`src/rtl/seven_seg_scan.sv`:
```
// rtl/seven_seg_scan.sv - 4-digit common-anode seven-segment scan driver
module seven_seg_scan #(
    parameter int REFRESH_DIV = 100000
) (
    input  logic       clk,
    input  logic       reset,
    input  logic [3:0] thousands,
    input  logic [3:0] hundreds,
    input  logic [3:0] tens,
    input  logic [3:0] ones,
    input  logic [3:0] dp_en,
    input  logic       blank_lz,
    input  logic       enable,
    input  logic [3:0] duty,
    output logic [3:0] an,
    output logic [6:0] seg,
    output logic       dp,
    output logic [1:0] digit_sel,
    output logic       frame_done
);

    localparam int PW   = (REFRESH_DIV > 1) ? $clog2(REFRESH_DIV) : 1;
    localparam int SLOT = REFRESH_DIV / 16;

    logic [PW-1:0] pre;
    logic [1:0]    idx;
    logic [3:0]    sh [4];

    logic          tick;
    logic [3:0]    cur;
    logic          blank;
    logic          lit;
    logic [31:0]   thr;

    function automatic logic [6:0] decode(input logic [3:0] v);
        case (v)
            4'd0:    decode = 7'b1000000;
            4'd1:    decode = 7'b1111001;
            4'd2:    decode = 7'b0100100;
            4'd3:    decode = 7'b0110000;
            4'd4:    decode = 7'b0011001;
            4'd5:    decode = 7'b0010010;
            4'd6:    decode = 7'b0000010;
            4'd7:    decode = 7'b1111000;
            4'd8:    decode = 7'b0000000;
            4'd9:    decode = 7'b0010000;
            default: decode = 7'b0111111;
        endcase
    endfunction

    assign tick = (pre == PW'(REFRESH_DIV - 1));

    // Blanking looks at the frozen shadow so a digit never flickers mid-frame.
    always_comb begin
        cur   = sh[idx];
        blank = 1'b0;
        case (idx)
            2'd3: blank = (sh[3] == 4'd0);
            2'd2: blank = (sh[3] == 4'd0) && (sh[2] == 4'd0);
            2'd1: blank = (sh[3] == 4'd0) && (sh[2] == 4'd0) && (sh[1] == 4'd0);
            default: blank = 1'b0;
        endcase
        blank = blank && blank_lz;
        thr   = (32'(duty) + 32'd1) * 32'(SLOT);
        lit   = enable && !blank && (32'(pre) < thr);
    end

    always_ff @(posedge clk) begin
        if (reset) begin
            pre        <= '0;
            idx        <= 2'd0;
            for (int i = 0; i < 4; i++) sh[i] <= 4'd0;
            an         <= 4'b1111;
            seg        <= 7'b1111111;
            dp         <= 1'b1;
            digit_sel  <= 2'd0;
            frame_done <= 1'b0;
        end else begin
            pre <= tick ? '0 : pre + 1'b1;
            if (tick) idx <= idx + 2'd1;
            if (tick && idx == 2'd3) begin
                sh[0] <= ones;
                sh[1] <= tens;
                sh[2] <= hundreds;
                sh[3] <= thousands;
            end
            frame_done <= tick && (idx == 2'd3);
            digit_sel  <= idx;
            an         <= lit ? ~(4'b0001 << idx) : 4'b1111;
            seg        <= lit ? decode(cur) : 7'b1111111;
            dp         <= lit ? ~dp_en[idx] : 1'b1;
        end
    end

endmodule

```
`config.mk`:
```
export PLATFORM = sky130hd
export DESIGN_NAME = seven_seg_scan
export DESIGN_NICKNAME = d
export VERILOG_FILES = /design/src/rtl/seven_seg_scan.sv
export SDC_FILE = /design/constraint.sdc
export NUM_CORES = 1
export LEC_CHECK = 0
export CELL_PAD_IN_SITES_DETAIL_PLACEMENT = 0
export CELL_PAD_IN_SITES_GLOBAL_PLACEMENT = 1
export CORE_UTILIZATION = 39
export DETAILED_ROUTE_END_ITERATION = 6
export MAX_ROUTING_LAYER = met4
export PLACE_DENSITY = 0.81
export SLEW_MARGIN = 20
export SYNTH_ARGS = -nofsm -noshare
export SYNTH_HDL_FRONTEND = slang
export SYNTH_SLANG_ARGS = --single-unit
```
`constraint.sdc`:
```
create_clock -name clk -period 4.3 [get_ports clk]
set_input_delay 0.43 -clock clk [delete_from_list [all_inputs] [get_ports clk]]
set_output_delay 0.43 -clock clk [all_outputs]
set_load 0.05 [all_outputs]
```
=== Word-level counts from Yosys, hierarchy flattened ===
Memories as Yosys holds them, arrays and structs flattened. A register that Yosys moved wholly into a read port is not among the register bits.
Cells that the tools add are included.

* Bits in writable memories: 16
* Memories kept: 2
* Input bits: 28
* Output and inout bits: 15
* Bits in read-only memories: 112
* Logic and storage cells: 52
* Register bits: 27

{| class="wikitable"
|+ Memories
! name !! words !! width !! rd ports !! clocked after memory_dff !! write ports !! RTL line !! text
|-
| (name not given) || 16 || 7 || 1 || 1 || 0 || 36 || <nowiki>case (v)</nowiki>
|-
| sh || 4 || 4 || 4 || 1 || 4 || 27 || <nowiki>logic [3:0] sh [4];</nowiki>
|}

* Bitwise logic cells: 7
* Reduce and logical (&&, ||, !) cells: 12
* $mul: 1
* $add $sub $neg: 3
* Shift-type cells: 1
* Order comparisons: 2
* Equal/unequal tests: 4
* Muxes and demuxes: 14

{| class="wikitable"
|+ Operators by type and width
! kind !! count
|-
| $lt A17 B18 Y1 || 1
|-
| $add A17 B1 Y17 const B || 1
|-
| $eq A17 B17 Y1 const B || 1
|-
| $mul A5 B12 Y17 const B || 1
|-
| $mux W4 || 4
|-
| $logic_not A4 Y1 || 3
|-
| $logic_and A1 B1 Y1 || 6
|-
| $mux W1 || 6
|-
| $add A4 B1 Y5 const B || 1
|-
| $eq A2 B2 Y1 const B || 2
|-
| $mux W2 || 2
|-
| $not A4 Y4 || 1
|-
| $or A1 B1 Y1 || 4
|-
| $reduce_or A2 Y1 || 2
|-
| $shl A1 B2 Y4 const A || 1
|-
| $lt A2 B3 Y1 const B || 1
|-
| $pmux W1 S3 || 1
|-
| $add A2 B1 Y2 const B || 1
|-
| $bmux W1 S2 || 1
|-
| $eq A2 B1 Y1 const B || 1
|-
| $not A1 Y1 || 2
|-
| $logic_not A1 Y1 || 1
|}

=== Logic depth before layout (Yosys ltp) ===
Gate-level depths: netlist of the first run.
An unclocked memory read counts as a cell.

* Word-level depth: 11
* Gate-level depth with buffers: 22

=== Worst setup path before layout of the first run ===
No wires, ideal clock.

* Kind: input -> register
* From: input duty[0]
* To: register seg[1]
* Stages: 21
* Required time: 4.165 ns
* Setup time: 0.135 ns
* Slack: -0.335 ns
* Data arrival time: 4.500 ns
* Path through: ha_1 > xor2_1 > ha_1 > xnor2_1 > ha_1 > ha_1 > ha_1 > a21o_1 > a211oi_1 > o211ai_1 > a31oi_1 > o21bai_1 > xnor2_1 > ha_1 > a21oi_1 > nand2_1 > a2111oi_0 > o21a_1 > nand4b_1 > buf_4 > nand4_1

* Word-level cells in the longest chain between the ends: 6

{| class="wikitable"
|+ RTL lines
! what !! RTL line !! text
|-
| from (decl) || 14 || <nowiki>input logic [3:0] duty,</nowiki>
|-
| $add A4 B1 Y5 || 64 || <nowiki>thr = (32'(duty) + 32'd1) * 32'(SLOT);</nowiki>
|-
| $mul A5 B12 Y17 || 64 ||
|-
| $lt A17 B18 Y1 || 65 || <nowiki>lit = enable && !blank && (32'(pre) < thr);</nowiki>
|-
| $logic_and A1 B1 Y1 || 65 ||
|-
| $not A1 Y1 (no line) || -- ||
|-
| $reduce_or A2 Y1 (no line) || -- ||
|-
| to (decl) || 16 || <nowiki>output logic [6:0] seg,</nowiki>
|}

No other way between the ends.
A chain may end at the register's enable or synchronous reset.

=== Final worst setup path of the first run ===
* From: input duty[0]
* To: register an[3]

* Word-level cells in the longest chain between the ends: 6

{| class="wikitable"
|+ RTL lines
! what !! RTL line !! text
|-
| $add A4 B1 Y5 || 64 ||
|-
| $mul A5 B12 Y17 || 64 ||
|-
| $lt A17 B18 Y1 || 65 ||
|-
| $logic_and A1 B1 Y1 || 65 ||
|-
| $not A1 Y1 (no line) || -- ||
|-
| $reduce_or A2 Y1 (no line) || -- ||
|-
| to (signal assigned) || 89 || <nowiki>an <= lit ? ~(4'b0001 << idx) : 4'b1111;</nowiki>
|-
| to (decl) || 15 || <nowiki>output logic [3:0] an,</nowiki>
|}

No other way between the ends.

==> flow_summary.rst, run 1 <==
.. list-table::
   :header-rows: 1

   * - Metric
     - Value
   * - Initial antenna violation count
     - 0
   * - Slew at the pin closest to its max-slew limit
     - 0.7301 ns
   * - Clock latency reported for the late side of the worst-skew pair
     - 0.30 ns
   * - Proportion of synthesized flip-flops having asynchronous set or reset
     - 0%
   * - CTS sink cnt
     - 52
   * - Synthesized instance count
     - 349
   * - Share of the synthesized area in the top cell type
     - 20.96%
   * - Largest cells by area after synthesis
     - ha_1 (21%), dfxtp_1 (21%), edfxtp_1 (14%), xor2_1 (4.0%), and2_1 (3.8%)
   * - Longest individual stage delay on the worst path
     - 0.35 ns
   * - Mapped Nets
     - 436
   * - Vias in the first global route
     - 2561
   * - Number of distinct library cells after synthesis
     - 54
   * - Worst rel slew slack
     - 51.33%
   * - Total design power
     - 1279 µW
   * - Routed WL
     - 7.622 mm
   * - First-pass iteration count of the detailed router
     - 4
   * - Clock skew after layout
     - 0.01636 ns
   * - Number of setup violations in the final report
     - 0
   * - Cell taking the most area after synthesis
     - ha_1
   * - Half-perimeter wire length of the detailed placement result
     - 5.873 mm
   * - Top Family by Delay on Critical Path
     - adder cells
   * - Post-route DRC
     - 0
   * - Starting DRT DRC Count
     - 92
   * - Total vias in the final route
     - 2808
   * - Post-Synth Simple-Gate Area
     - 18.94%
   * - Root buffer cell
     - clkbuf_8
   * - Min-Delay Path Class
     - flip-flop to flip-flop
   * - GR Overflow Total
     - 0
   * - Master of the slowest instance on the critical path
     - ha_1
   * - Share of cell area taken by muxes after synthesis
     - 3.867%
   * - Number of port buffers
     - 42
   * - Total global routing track utilization
     - 17.19%
   * - RePlAce Congestion
     - 0.8015
   * - Status
     - finished clean
   * - Number of enable flip-flop cells after synthesis
     - 16
   * - Crit path kind
     - input pin to flip-flop
   * - Most frequent cell after synthesis
     - ha_1
   * - Pin count of the biggest net entering global routing
     - 18
   * - Cell Area, Synth
     - 3462 µm²
   * - Die extent in y
     - 96.22 µm
   * - Register bit count reported by yosys
     - 52
   * - Critical path arrival
     - 4.43 ns
   * - Number of standard-cell rows in the floorplan
     - 34
   * - Clock slew at reported path FFs
     - 0.09 ns
   * - Number of buffers and inverters on the critical path
     - 3
   * - Endpoint type of the worst setup path
     - flip-flop
   * - Total die area
     - 9258 µm²
   * - Power density of the placed cells
     - 278.5 nW/µm²
   * - Post-DRT Antenna Nets
     - 0
   * - Commonest register cell after synthesis
     - dfxtp_1
   * - Final Hold Vio Count
     - 0
   * - Placeable core region
     - 8678 µm²
   * - Top-level I/O count
     - 43
   * - Leakage component of the power
     - 0.001934 µW
   * - Via density
     - 5.171
   * - List of most frequent post-synthesis cells
     - ha_1 (58), dfxtp_1 (36), nor2_1 (31)
   * - Largest fanout of any net on the critical path
     - 6
   * - Filler cells
     - 801
   * - Pins over their slew limit
     - 0
   * - Time the worst path needs with I/O delays and setup
     - 4.240 ns
   * - Share of the synthesized area in compound gates (AO/OA/AOI/OAI)
     - 9.143%
   * - Initial Utilization
     - 39.89%
   * - Worst path required time
     - 4.49 ns
   * - Die width
     - 96.22 µm
   * - First-pass GRT wire length
     - 11.97 mm
   * - Number of levels the H-tree was split into
     - 2
   * - Net count of the finished layout
     - 521
   * - Area share of xor/xnor cells in the synthesized design
     - 7.842%
   * - Largest family of logic cells by synthesized area
     - adder cells
   * - Number of antenna diodes
     - 0
   * - Layout Utilization
     - 52.93%
   * - Total clock buffers created by CTS
     - 5
   * - Part of the Yosys area used for sequential elements
     - 34.69%
   * - Mean post-synth cell area
     - 9.920 µm²
   * - Worst ir drop on vdd
     - 0.1525 mV
   * - Synth Area in Adders
     - 21.54%
   * - Clock Tree Buf Depth
     - 2
   * - Portion of the clock cycle consumed by the worst path in the final layout
     - 98.59%
   * - RSZ-0062 raised after global routing
     - yes
   * - FF+latch area
     - 1201 µm²
   * - Final-layout setup total negative slack
     - 0 ns
   * - Detail-routed net length per standard cell
     - 14.04 µm
   * - Proportion of layout cells with a drive suffix above 1
     - 22.07%
   * - Maximum clock rate
     - 0.2359 GHz
   * - Layout-stage area growth over the synthesis result
     - 32.67%
   * - Combined area of the multi-input logic cells
     - 2300 µm²
   * - Cell with the most instances on the worst path
     - ha_4
   * - Count of hold buffers inserted by post-cts repair
     - 0
   * - Max-capacitance violation count
     - 0
   * - Clock tree from TritonCTS
     - done
   * - Cell Chain, Critical Path
     - buf_8, ha_4, and3_4, ha_4, xnor2_2, ha_1, ha_4, ha_4, a21o_1, a211oi_2, nor2_1, nor2_1, o21ai_1, xnor2_1, ha_1, a21oi_2, a21boi_2, a2111oi_4, o21a_1, nand4b_1, buf_4, clkbuf_16, nand3_1
   * - Startpoint type of the worst setup path
     - input pin
   * - Count of synthesis-stage warnings from yosys
     - 0
[layout make-up]
cell class	instances	area share, %
multi-input combinational	266	50.07
sequential	52	26.15
timing repair buffer	86	17.00
tap	108	2.942
inverter	23	1.880
clock buffer	6	1.607
clock inverter	2	0.3541
[metal layers]
metal,vias to the layer above,wire (µm),track usage [%]
li1,1414,-,-
met1,1342,3551,22.12
met2,50,3797,29.20
met3,2,265,2.607
met4,0,8,2.239
met5,-,0,-
[what timing repair did]
item | 4_1_cts | 5_1_grt
setup endpoints to repair | 12 | 12
pin swaps | 19 | 22
cloned | 1 | 0
resized for setup | 27 | 21
buffers inserted | 7 | 3
[state kept, by name, summed over array words and instances (netlist names), named ones only]
name,cells
frame_done,1
dp,1
an,4
digit_sel,2
seg,7
sh,16
idx,2
pre,17
[final timing paths]
path	from	endpoint	slack (ns)	depth (start not counted)
max	duty[0]	an[3]$_SDFF_PP1_	0.06	23
min	pre[0]$_SDFF_PP0_	pre[0]$_SDFF_PP0_	0.51	1
max reg2reg	pre[1]$_SDFF_PP0_	sh[2][1]$_SDFFCE_PN0P_	1.81	6
min reg2reg	pre[0]$_SDFF_PP0_	pre[0]$_SDFF_PP0_	0.51	1
[cells in the final DEF (no fill, tap or decap), types with 7 or more instances in the layout]
cell,count
ha_1,50
edfxtp_1,16
dfxtp_1,36
nor2_1,31
xor2_1,14
clkdlybuf4s50_1,38
nand2_1,11
inv_1,21
buf_4,41
a21oi_1,16
nand3_1,20
xnor2_1,14
and2_1,21
nand4_1,7
[report_power, final]
group          internal (µW)  total (µW)  switching, µW
Combinational            249         482            233
Clock                    118         275            156
Sequential               516         523           7.34
Total                    882        1280            397
[cell families (layout without fill, tap and decap cells)]
logic type	after synthesis	count (layout)
simple gates	119	119
fa+ha+maj	59	59
flops	52	52
compound gates	50	50
xor+xnor	31	31
buf+inv	31	117
mux	7	7
[metrics by stage]
stage          cells  hold slack, ns  area (µm²)  setup WS [ns]
2_1_floorplan    349          0.4492        3532        0.02063
3_3_place_gp     525          0.4739        4300        -0.6275
3_5_place_dp     525          0.4850        4300        -0.7805
4_1_cts          541          0.5068        4538        -0.1452
5_1_grt          543          0.5374        4593        -0.1194
6_report         543          0.5070        4593        0.06047
Power figures use the tool's default switching activity.
==> run 2: changes to the inputs <==
RECOVER_POWER = 25   (was not set)
==> run 2 against run 1 <==
Compared with the run above: die area unchanged; core utilization shrank 0.16 points; flip-flop and latch count did not move; cell count did not move; sequential power about the same; sequential share of layout area rose by 0.079 points; register-to-register slack worse by 0.36 ns; critical path type unchanged; critical endpoint unchanged.
==> flow_summary.rst, run 2 (synthesis gave the netlist of run 1 again) <==
.. list-table::
   :header-rows: 1

   * - Metric
     - Value
   * - Min-Delay Path Class
     - flip-flop to flip-flop
   * - GR Overflow Total
     - 0 (unchanged)
   * - Die width
     - 96.22 µm (unchanged)
   * - First-pass GRT wire length
     - 11.97 mm (unchanged)
   * - Longest individual stage delay on the worst path
     - 0.35 ns (about the same)
   * - Biggest registers after layout
     - pre (17), sh (16), seg (7)
   * - Endpoint type of the worst setup path
     - flip-flop
   * - Post-place setup slack
     - -0.7805 ns (unchanged)
   * - Clock slew at reported path FFs
     - 0.09 ns (about the same)
   * - RePlAce Congestion
     - 0.8015 (unchanged)
   * - Pins over their slew limit
     - 0 (unchanged)
   * - Maximum clock rate
     - 0.2360 GHz (about the same)
   * - Worst rel slew slack
     - 51.22% (-0.11 points)
   * - Crit path kind
     - input pin to flip-flop
   * - Critical path arrival
     - 4.43 ns (about the same)
   * - Layout-stage area growth over the synthesis result
     - 32.27%
   * - Net count of the finished layout
     - 521 (unchanged)
   * - Master of the slowest instance on the critical path
     - ha_1
   * - Total vias in the final route
     - 2801 (-0.25%)
   * - Area of all placed cells without fillers
     - 4579 µm² (-0.30%)
   * - Placeable core region
     - 8678 µm² (unchanged)
   * - Top Family by Delay on Critical Path
     - adder cells
   * - Via density
     - 5.158 (-0.25%)
   * - Setup slack of the critical path after layout
     - 0.06306 ns (+0.002592 ns)
   * - Leakage component of the power
     - 0.001904 µW (-1.6%)
   * - Post-route DRC
     - 0 (unchanged)
   * - Clock tree from TritonCTS
     - done
   * - Detail-routed net length per standard cell
     - 14.04 µm (about the same)
   * - Proportion of layout cells with a drive suffix above 1
     - 21.61% (-0.46 points)
   * - Number of setup violations in the final report
     - 0 (unchanged)
   * - Most flop-heavy register
     - pre
   * - FF+latch area
     - 1201 µm² (unchanged)
   * - Cell Chain, Critical Path
     - buf_8, ha_4, and3_4, ha_4, xnor2_2, ha_1, ha_4, ha_4, a21o_1, a211oi_2, nor2_1, nor2_1, o21ai_1, xnor2_1, ha_1, a21oi_2, a21boi_2, a2111oi_4, o21a_1, nand4b_1, buf_4, clkbuf_16, nand3_1
   * - Post-DP Area
     - 4300 µm² (unchanged)
   * - Largest fanout of any net on the critical path
     - 6 (unchanged)
   * - Status
     - finished clean
   * - Total global routing track utilization
     - 17.19% (unchanged)
   * - Cell with the most instances on the worst path
     - ha_4
   * - Total die area
     - 9258 µm² (unchanged)
   * - Total clock buffers created by CTS
     - 5 (unchanged)
   * - Worst hold margin
     - 0.5070 ns (-0.00004800 ns)
   * - Pin count of the biggest net entering global routing
     - 18 (unchanged)
   * - Most common library cell in the layout ignoring fill and taps
     - ha_1
   * - Largest register FFs
     - 17 (unchanged)
   * - Slew at the pin closest to its max-slew limit
     - 0.7318 ns (+0.001671 ns)
   * - Die extent in y
     - 96.22 µm (unchanged)
   * - Most used cells in the layout excluding fill and tap cells
     - ha_1 (50), buf_4 (41), dfxtp_1 (36)
   * - Max-capacitance violation count
     - 0 (unchanged)
   * - Vias in the first global route
     - 2561 (unchanged)
   * - Number of port buffers
     - 42 (unchanged)
   * - Startpoint type of the worst setup path
     - input pin
   * - Clock skew after layout
     - 0.01650 ns (+0.0001373 ns)
   * - Worst ir drop on vdd
     - 0.1525 mV (about the same)
   * - Starting DRT DRC Count
     - 91 (-1.1%)
   * - Final Hold Vio Count
     - 0 (unchanged)
   * - Combined area of the multi-input logic cells
     - 2286 µm² (-0.60%)
   * - CTS sink cnt
     - 52 (unchanged)
   * - Number of levels the H-tree was split into
     - 2 (unchanged)
   * - Number of buffers and inverters on the critical path
     - 3 (unchanged)
   * - Initial antenna violation count
     - 0 (unchanged)
   * - Power density of the placed cells
     - 279.1 nW/µm² (+0.19%)
   * - Number of standard-cell rows in the floorplan
     - 34 (unchanged)
   * - Clock latency reported for the late side of the worst-skew pair
     - 0.31 ns (about the same)
   * - First-pass iteration count of the detailed router
     - 4 (unchanged)
   * - Clock Tree Buf Depth
     - 2 (unchanged)
   * - Filler cells
     - 804 (+0.37%)
   * - Root buffer cell
     - clkbuf_8
   * - Initial Utilization
     - 39.89% (unchanged)
   * - Post-DRT Antenna Nets
     - 0 (unchanged)
   * - Top-level I/O count
     - 43 (unchanged)
   * - Routed WL
     - 7.625 mm (about the same)
   * - RSZ-0062 raised after global routing
     - yes
   * - Half-perimeter wire length of the detailed placement result
     - 5.873 mm (unchanged)
   * - Time the worst path needs with I/O delays and setup
     - 4.237 ns (-0.002592 ns)
   * - Worst path required time
     - 4.49 ns (about the same)
   * - Number of antenna diodes
     - 0 (unchanged)
   * - Portion of the clock cycle consumed by the worst path in the final layout
     - 98.53% (about the same)
run 2: cell count changes in the layout (fill, tap and decap cells not counted), sizes merged:
| cell | previous run | this run |
|---|---|---|
| dlygate4sd3 | 0 | 14 |
| clkdlybuf4s50 | 38 | 24 |
run 2: what timing repair did:
action,4_1_cts,5_1_grt
setup endpoints to repair,12,12
buffers inserted,7,3
hold buffers,0,0
pin swaps,19,22
resized for setup,27,21
endpoints found under the hold margin,0,0
gates cloned,1,0
run 2: per-layer routing:
metal	GRT usage [%]	share of wire, %
met5	-	0
met4	2.239	0.092
met3	2.607	3.4
met2	29.20	50
met1	22.12	47
run 2: layout make-up:
cell class	instances	share of cell area, %
Multi-Input combinational cell	266	49.92
Sequential cell	52	26.23
Timing Repair Buffer	86	17.05
Tap cell	108	2.951
Inverter	23	1.885
Clock buffer	6	1.612
Clock inverter	2	0.3552
run 2: through the flow:
stage | cells | total power, µW | setup TNS, ns | utilization, %
after CTS | 541 | 1259 | -1.603 | 52.29
after global routing | 543 | 1352 | -0.8703 | 52.77
after global placement | 525 | 958.3 | -7.443 | 49.55
after floorplan | 349 | 799.3 | 0 | -
final | 543 | 1278 | 0 | 52.77
after detailed placement | 525 | 971.6 | -9.120 | 49.55
run 2: final timing paths:
check	start	to	slack, ns	cells past startpoint
max	duty[0]	an[3]$_SDFF_PP1_	0.06	23
min	pre[0]$_SDFF_PP0_	pre[0]$_SDFF_PP0_	0.51	1
max reg2reg	pre[1]$_SDFF_PP0_	sh[2][1]$_SDFFCE_PN0P_	1.45	6
min reg2reg	pre[0]$_SDFF_PP0_	pre[0]$_SDFF_PP0_	0.51	1
run 2: worst reg2reg max path, stage by stage, from the launching register on:
cell and delay, ns:
dfxtp_1 0.44, ha_1 0.28, nand2_1 0.15, or3_1 0.33, nor3_1 0.55, nand2_2 0.16, nand2b_1 0.57
run 2: power breakdown:
group	internal (µW)	total (µW)	switching (µW)
logic	247	480	233
registers	516	523	7.19
clock network	118	275	157
total	881	1280	397
